<file path="config.mk">
export PLATFORM = sky130hd
export DESIGN_NAME = ps2_kbd_rx
export DESIGN_NICKNAME = d
export VERILOG_FILES = /design/src/rtl/ps2_kbd_rx.sv
export SDC_FILE = /design/constraint.sdc
export NUM_CORES = 1
export LEC_CHECK = 0
export ABC_AREA = 1
export CAP_MARGIN = 40
export CORE_MARGIN = 4
export CORE_UTILIZATION = 39
export DETAILED_ROUTE_END_ITERATION = 8
export GPL_TIMING_DRIVEN = 0
export MAX_ROUTING_LAYER = met4
export PLACE_DENSITY_LB_ADDON = 0.12
export SLEW_MARGIN = 20
export SYNTH_ARGS = -nofsm -noshare
export SYNTH_HDL_FRONTEND = slang
export SYNTH_SLANG_ARGS = --single-unit
export TNS_END_PERCENT = 20
</file>
<file path="constraint.sdc">
create_clock -name CLK100MHZ -period 3.39 [get_ports CLK100MHZ]
set_clock_uncertainty 0.15 [all_clocks]
set_input_delay 0.339 -clock CLK100MHZ [delete_from_list [all_inputs] [get_ports CLK100MHZ]]
set_output_delay 0.339 -clock CLK100MHZ [all_outputs]
set_load 0.03 [all_outputs]
</file>
<file path="src/rtl/ps2_kbd_rx.sv">
// PS/2 keyboard receiver: synchronizes and filters the device clock, decodes
// 11-bit frames, and queues good scan codes in a first-word-fall-through FIFO.
module ps2_kbd_rx #(
  parameter int FILTER_LEN     = 8,
  parameter int TIMEOUT_CYCLES = 20000,
  parameter int FIFO_DEPTH     = 8
) (
  input  logic                          CLK100MHZ,
  input  logic                          RST,
  input  logic                          PS2_CLK,
  input  logic                          PS2_DATA,
  output logic [7:0]                    DOUT,
  output logic                          DVALID,
  input  logic                          DREADY,
  output logic [$clog2(FIFO_DEPTH):0]   COUNT,
  output logic                          PARITY_ERR,
  output logic                          FRAME_ERR,
  output logic                          OVERFLOW,
  input  logic                          CLR_ERR,
  output logic [1:0]                    dbg_state
);

  localparam int AW = $clog2(FIFO_DEPTH);
  localparam int CW = AW + 1;
  localparam int FW = $clog2(FILTER_LEN + 1);
  localparam int TW = $clog2(TIMEOUT_CYCLES + 1);

  typedef enum logic [1:0] {IDLE, DATA, PARITY, STOP} state_t;

  // Valid/ready: DOUT is held stable while DVALID=1; a byte leaves the FIFO
  // on every cycle where DVALID and DREADY are both 1, never otherwise.

  logic          clk_s1, clk_s2, dat_s1, dat_s2;
  logic          level, level_d;
  logic [FW-1:0] flt_cnt;
  logic          strobe;

  always_ff @(posedge CLK100MHZ) begin
    if (RST) begin
      clk_s1  <= 1'b1;
      clk_s2  <= 1'b1;
      dat_s1  <= 1'b1;
      dat_s2  <= 1'b1;
      level   <= 1'b1;
      level_d <= 1'b1;
      flt_cnt <= '0;
    end else begin
      clk_s1  <= PS2_CLK;
      clk_s2  <= clk_s1;
      dat_s1  <= PS2_DATA;
      dat_s2  <= dat_s1;
      level_d <= level;
      // Any sample matching the current level restarts the run of differing samples.
      if (clk_s2 != level) begin
        if (flt_cnt == FW'(FILTER_LEN - 1)) begin
          level   <= ~level;
          flt_cnt <= '0;
        end else begin
          flt_cnt <= flt_cnt + FW'(1);
        end
      end else begin
        flt_cnt <= '0;
      end
    end
  end

  assign strobe = level_d & ~level;

  state_t        state_q, state_d;
  logic [2:0]    bit_cnt_q, bit_cnt_d;
  logic [7:0]    sh_q, sh_d;
  logic          par_q, par_d;
  logic [TW-1:0] to_q, to_d;
  logic          push_req, set_par, set_frm, timeout;

  always_ff @(posedge CLK100MHZ) begin
    if (RST) begin
      state_q   <= IDLE;
      bit_cnt_q <= '0;
      sh_q      <= '0;
      par_q     <= 1'b0;
      to_q      <= '0;
    end else begin
      state_q   <= state_d;
      bit_cnt_q <= bit_cnt_d;
      sh_q      <= sh_d;
      par_q     <= par_d;
      to_q      <= to_d;
    end
  end

  always_comb begin
    state_d   = state_q;
    bit_cnt_d = bit_cnt_q;
    sh_d      = sh_q;
    par_d     = par_q;
    to_d      = '0;
    push_req  = 1'b0;
    set_par   = 1'b0;
    set_frm   = 1'b0;
    timeout   = (state_q != IDLE) && (to_q == TW'(TIMEOUT_CYCLES));
    if (timeout) begin
      state_d = IDLE;
    end else begin
      case (state_q)
        IDLE: if (strobe && !dat_s2) begin
          state_d   = DATA;
          bit_cnt_d = '0;
        end
        DATA: if (strobe) begin
          sh_d[bit_cnt_q] = dat_s2;
          bit_cnt_d       = bit_cnt_q + 3'd1;
          if (bit_cnt_q == 3'd7) state_d = PARITY;
        end
        PARITY: if (strobe) begin
          par_d   = dat_s2;
          state_d = STOP;
        end
        STOP: if (strobe) begin
          if (!dat_s2)              set_frm  = 1'b1;
          else if (^{sh_q, par_q})  push_req = 1'b1;
          else                      set_par  = 1'b1;
          state_d = IDLE;
        end
        default: state_d = IDLE;
      endcase
    end
    if (state_d != IDLE && !strobe && !timeout) to_d = to_q + TW'(1);
  end

  assign dbg_state = state_q;

  logic [7:0]    mem [FIFO_DEPTH];
  logic [AW-1:0] wr_ptr, rd_ptr;
  logic [CW-1:0] cnt_q;
  logic          full, pop, push, ovf_set;

  assign full    = (cnt_q == CW'(FIFO_DEPTH));
  assign pop     = DVALID & DREADY;
  assign push    = push_req & (~full | pop);
  assign ovf_set = push_req & full & ~pop;

  always_ff @(posedge CLK100MHZ) begin
    if (push) mem[wr_ptr] <= sh_q;
  end

  always_ff @(posedge CLK100MHZ) begin
    if (RST) begin
      wr_ptr <= '0;
      rd_ptr <= '0;
      cnt_q  <= '0;
    end else begin
      if (push) wr_ptr <= wr_ptr + AW'(1);
      if (pop)  rd_ptr <= rd_ptr + AW'(1);
      if (push && !pop)      cnt_q <= cnt_q + CW'(1);
      else if (pop && !push) cnt_q <= cnt_q - CW'(1);
    end
  end

  assign DVALID = (cnt_q != '0);
  assign DOUT   = DVALID ? mem[rd_ptr] : 8'h00;
  assign COUNT  = cnt_q;

  // A set event in the same cycle as CLR_ERR leaves the flag set.
  always_ff @(posedge CLK100MHZ) begin
    if (RST) begin
      PARITY_ERR <= 1'b0;
      FRAME_ERR  <= 1'b0;
      OVERFLOW   <= 1'b0;
    end else begin
      PARITY_ERR <= set_par | (PARITY_ERR & ~CLR_ERR);
      FRAME_ERR  <= set_frm | (FRAME_ERR & ~CLR_ERR);
      OVERFLOW   <= ovf_set | (OVERFLOW & ~CLR_ERR);
    end
  end

endmodule
</file>
* Word level (Yosys, flattened, before mapping)
Memories as Yosys holds them, arrays and structs flattened. A register that Yosys moved wholly into a read port is not among the register bits.
Index checks and enable logic that the tools add are counted.
** Cells by class
- Equal/unequal tests :: 10
- Multiplexer cells :: 34
- Bitwise logic cells :: 19
- Reduce and logical (&&, ||, !) cells :: 25
- Order comparisons :: 2
- $add $sub $neg :: 7
** Operators by type and width (number)
- $mux W1 :: 17
- $add A15 B1 Y15 const B :: 1
- $eq A15 B15 Y1 const B :: 1
- $mux W2 :: 6
- $mux W3 :: 4
- $add A3 B1 Y3 const B :: 3
- $reduce_xor A9 Y1 :: 1
- $add A4 B1 Y4 const B :: 2
- $and A1 B1 Y1 :: 8
- $bwmux W8 :: 1
- $mux W4 :: 2
- $mux W8 :: 1
- $pmux W2 S4 :: 1
- $reduce_bool A2 Y1 :: 4
- $logic_and A1 B1 Y1 :: 7
- $not A1 Y1 :: 7
- $pmux W3 S2 :: 1
- $reduce_and A3 Y1 :: 2
- $logic_not A1 Y1 :: 5
- $eq A2 B2 Y1 const B :: 2
- $eq A4 B3 Y1 const B :: 1
- $eq A4 B4 Y1 const B :: 1
- $lt A3 B4 Y1 const B :: 1
- $ne A2 B2 Y1 const B :: 2
- other kinds (13) :: 16
** Storage, ports and cells
- Bits in registers :: 52
- Word-level logic and storage cells :: 116
- Output and inout port bits :: 18
- Memories kept :: 1
- Input bits :: 6
- Memory bits (writable) :: 64
** Memories
- mem :: depth 8, width 8, read ports 1, clocked after Yosys merged registers in 1, write ports 1, RTL line 133 : logic [7:0] mem [FIFO_DEPTH];

* Longest topological paths before layout
- Depth in word-level cells :: 11
- Gate-level depth with buffers :: 22
- Gate-level depth less buffers :: 22

* Worst setup path before layout
Ideal clock, no wire load.
- Kind :: reg2reg
- Start point :: register to_q[0]
- End point :: register cnt_q[3] (netlist: COUNT[3])
- Clock period less this slack :: 2.711 ns
- Required time :: 3.121 ns
- Stages on the path, launching flop included :: 23
- Buffers on the path :: 0
- Setup time :: 0.119 ns
- Slack :: 0.679 ns
- Arrival :: 2.442 ns
- Path through :: dfxtp_1 -> inv_1 -> ha_1 -> nand2_1 -> inv_1 -> nand2_1 -> nor2_1 -> nand2_2 -> nand3_2 -> nor2_4 -> nand3_2 -> inv_2 -> ha_1 -> inv_1 -> ha_1 -> nand2_1 -> nand2_1 -> a21oi_1 -> nor2_1 -> nor2_1 -> nand2_1 -> o21ai_0 -> a21oi_1
** On the way
- Cells in the longest elaborated chain, start to end :: 7
- Elaborated cells between the ends (all ways) :: 9
- Classes of those cells :: eq/ne: 1; mux: 2; bitwise: 1; reduce/logical: 5
** RTL lines
- start: declaration :: RTL line 73 : logic [TW-1:0] to_q, to_d;
- start signal: assignment :: RTL line 88 : to_q <= to_d;
- $eq A15 B15 Y1 * :: RTL line 101 : timeout = (state_q != IDLE) && (to_q == TW'(TIMEOUT_CYCLES));
- $logic_and A1 B1 Y1 * :: RTL line 101
- $mux W1 * :: RTL line 102 : if (timeout) begin
- $and A1 B1 Y1 * :: RTL line 140 : assign push = push_req & (~full | pop);
- via push :: RTL line 136 : logic full, pop, push, ovf_set;
- $logic_not A1 Y1 :: RTL line 156 : else if (pop && !push) cnt_q <= cnt_q - CW'(1);
- $logic_and A1 B1 Y1 :: RTL line 156
- $reduce_bool A2 Y1 (no line)
- end signal: assignment :: RTL line 155 : if (push && !pop) cnt_q <= cnt_q + CW'(1);
- end signal: assignment :: RTL line 156
- end: declaration :: RTL line 135 : logic [CW-1:0] cnt_q;
Mark *: on every way through the listed nets, which the timed path passes. The rest lies on a longest branch.
A chain may end at the register's enable or synchronous reset.

==> flow_summary.ini <==
[synth]
synth_edf_count = 64
ys.flop_type = edfxtp_1
synth-compound-area-share_pct = 10.93
yosysUniqueCellTypes = 37
synthXorXnorAreaFrac_pct = 1.541
syn-num-nets = 563
avgSynthCellArea_um2 = 9.368
synth_top_family_by_area = simple AND/OR/NAND/NOR gates
synth_mux_area_share_pct = 0
synthCells = 546
ys_seq_area_share_pct = 59.10
yosys.area_share.adder_pct = 2.838
syn_area_um2 = 5115
yosys_warnings = 0
yosys.area_share.simple_pct = 20.35
async_reset_ff_share_pct = 0
synth_seq_cells = 119

[route]
wl_per_cell_um = 13.93
wl_um = 10790
viasPerCell = 4.717
vias = 3656
ant_nets = 0
drt-initial-drc-count = 246
drcViolationCount = 0
drtPass1Iterations = 4

[die]
start_util_pct = 40.20
rows = 41
core_um2 = 12720
die_w_um = 122.5
dieArea_um2 = 15010
die_h_um = 122.5
ios = 24

[sta]
min_period_ns = 3.142
fin_tns_setup_ns = 0
hold_violations = 0
rsz0062_at_grt = false
slew_violations = 0
max_freq_ghz = 0.3183
setup_viol = 0
max-slew-margin-rel_pct = 47.67
hold_slack_ns = 0.2279
worst_pin_slew_ns = 0.7821
fin_crit_sh_pct = 92.68

[setup_path]
r2r-start = sh_q[4]$_SDFFE_PP0P_
timing_worst_setup_path_type = reg -> out
rrSetupSlack_ns = 0.36
worstPathArrival_ns = 2.65
cpMostUsedCell = o21ai_0
path_cells = clkbuf_1, o21ai_0, o22ai_1, o21ai_0, a31oi_1, clkdlybuf4s50_1
slowest_stage = clkdlybuf4s50_1
crit_fanout = 10
worstPathRequired_ns = 2.90
critical-path-max-stage-delay_ns = 0.71
r2r_end = COUNT[3]$_SDFFE_PP0P_
cp_top_family = buffers and inverters
cp_num_buf_inv = 2
startpoint_type = flip-flop
crit_path_end_kind = output pin
r2r_cells = 21

[global_route]
grt_pass1_vias = 3686
antenna_found_initial = 0
grt_use_total_pct = 16.51
grt-ovfl-total = 0
grt_max_degree = 17
grt_pass1_wl_um = 18230

[run]
maxCapViolCount = 0

[finish]
drive_above_1_share_pct = 9.619
nets = 607
fin_area_um2 = 6165
area_growth_pct = 20.52
antennaDiodeCount = 0
nFillCells = 1268

[power_and_ir_drop]
p_leak_nw = 2.238
power_density_nw_per_um2 = 739.7
p_total_w = 0.004560
ir_drop_uv = 287.9

[clock_tree]
clockRootBuffer = clkbuf_16
cts.sinks = 119
clk_latency_ns = 0.41
cts_tree = yes
cts_buffers = 17
cts_resized = 0
clk_transition_reported_paths_ns = 0.05
clockBufferDepth = 2
htree_levels = 4
hold_buffers = 0
cts_setup_buffers = 0

[worst_hold_path]
min_path_type = in -> reg
holdPathStages = 2
min_to = bit_cnt_q[2]$_SDFFE_PP0P_
hold_start = RST

[place]
dpl_cell_area_um2 = 5558
place.gp.congestion = 0.7749
place_hpwl_um = 7459
port_buffers = 22

[outcome]
outcome = completed
[cells by family after synthesis]
group,after synthesis
AOI/OAI and AO/OA,105
xor gates and xnor gates,9
adders and majority gates,11
buffers and inverters,69
DFF,119
and+or+nand+nor,233
[sequential cells by signal (all words and copies together), names as in the netlist, 2 cells and up, named ones only]
name,flops
mem,64
bit_cnt_q,3
rd_ptr,3
to_q,15
wr_ptr,3
dbg_state,2
flt_cnt,4
COUNT,4
sh_q,8
[cell type report]
| class | count | area, µm² | area share (%) |
|---|---|---|---|
| plain buffers | 14 | 63.81 | 1.035 |
| clock buffers | 18 | 429.2 | 6.962 |
| clock inverters | 14 | 158.9 | 2.578 |
| inverters | 55 | 207.7 | 3.369 |
| multi-input cells | 358 | 1824 | 29.59 |
| flip-flops and latches | 119 | 3023 | 49.04 |
| well taps | 172 | 215.2 | 3.491 |
| repair buffers | 25 | 242.7 | 3.937 |
[worst max path at each step]
stage | from | to | slack [ns] | depth (start not counted)
after CTS | flip-flop | DOUT[6] | 0.02 | 7
after floorplan | to_q[0]$_SDFF_PP0_ | COUNT[3]$_SDFFE_PP0P_ | 0.68 | 22
final | flip-flop | DOUT[2] | 0.25 | 6
after global placement | sh_q[4]$_SDFFE_PP0P_ | COUNT[3]$_SDFFE_PP0P_ | 0.39 | 21
after detailed placement | sh_q[4]$_SDFFE_PP0P_ | COUNT[3]$_SDFFE_PP0P_ | 0.33 | 21
after global routing | sh_q[3]$_SDFFE_PP0P_ | COUNT[3]$_SDFFE_PP0P_ | 0.02 | 21
[cell usage after synthesis (2+ instances only)]
cell,n,area [µm²]
inv_1,49,183.9
edfxtp_1,64,1922
a21oi_1,27,135.1
xor2_1,7,61.31
clkbuf_1,12,45.04
nand3_1,16,80.08
nand2_2,4,25.02
o21ai_0,57,285.3
nand2_1,79,296.5
dfxtp_1,55,1101
nor3_1,2,10.01
or2_2,4,25.02
inv_2,4,15.01
xnor2_1,2,17.52
nand3_2,4,40.04
nor3_2,2,20.02
nand4_1,8,50.05
a211oi_1,2,15.01
nor3b_1,6,45.04
a31oi_1,8,50.05
o22ai_1,8,50.05
nor2_1,102,382.9
ha_1,10,125.1
[layer usage]
metal	track usage, %	up-vias	wire [µm]
met5	-	-	0
met4	6.718	0	53
met3	3.548	2	437
met2	27.00	59	5406
met1	19.96	1661	4896
li1	-	1934	-
[layout by cell type (no fill, tap or decap), types with 6 or more instances in the layout]
cell type        count
xor2_1               7
nand3_1             16
ha_1                10
a21oi_1             27
o22ai_1              8
dfxtp_1             55
a31oi_1              8
nor3b_1              6
clkbuf_1            11
inv_1               49
clkbuf_16           17
nand2_1             79
o21ai_0             57
edfxtp_1            64
clkdlybuf4s50_1     22
nor2_1             102
nand4_1              8
[power by group]
group	switching [W]	internal, W
sequential	0.0000653	0.00155
clock	0.000615	0.00114
combinational	0.000765	0.000416
total	0.00144	0.00312
[stage by stage]
stage          setup WS, ns  utilization, %  cells
3_5_place_dp         0.3293           43.69    741
4_1_cts             0.01997           48.31    773
3_3_place_gp         0.3906           43.63    740
6_report             0.2481           48.46    775
5_1_grt             0.02281           48.46    775
2_1_floorplan        0.6787               -    546
Power figures use the tool's default switching activity.
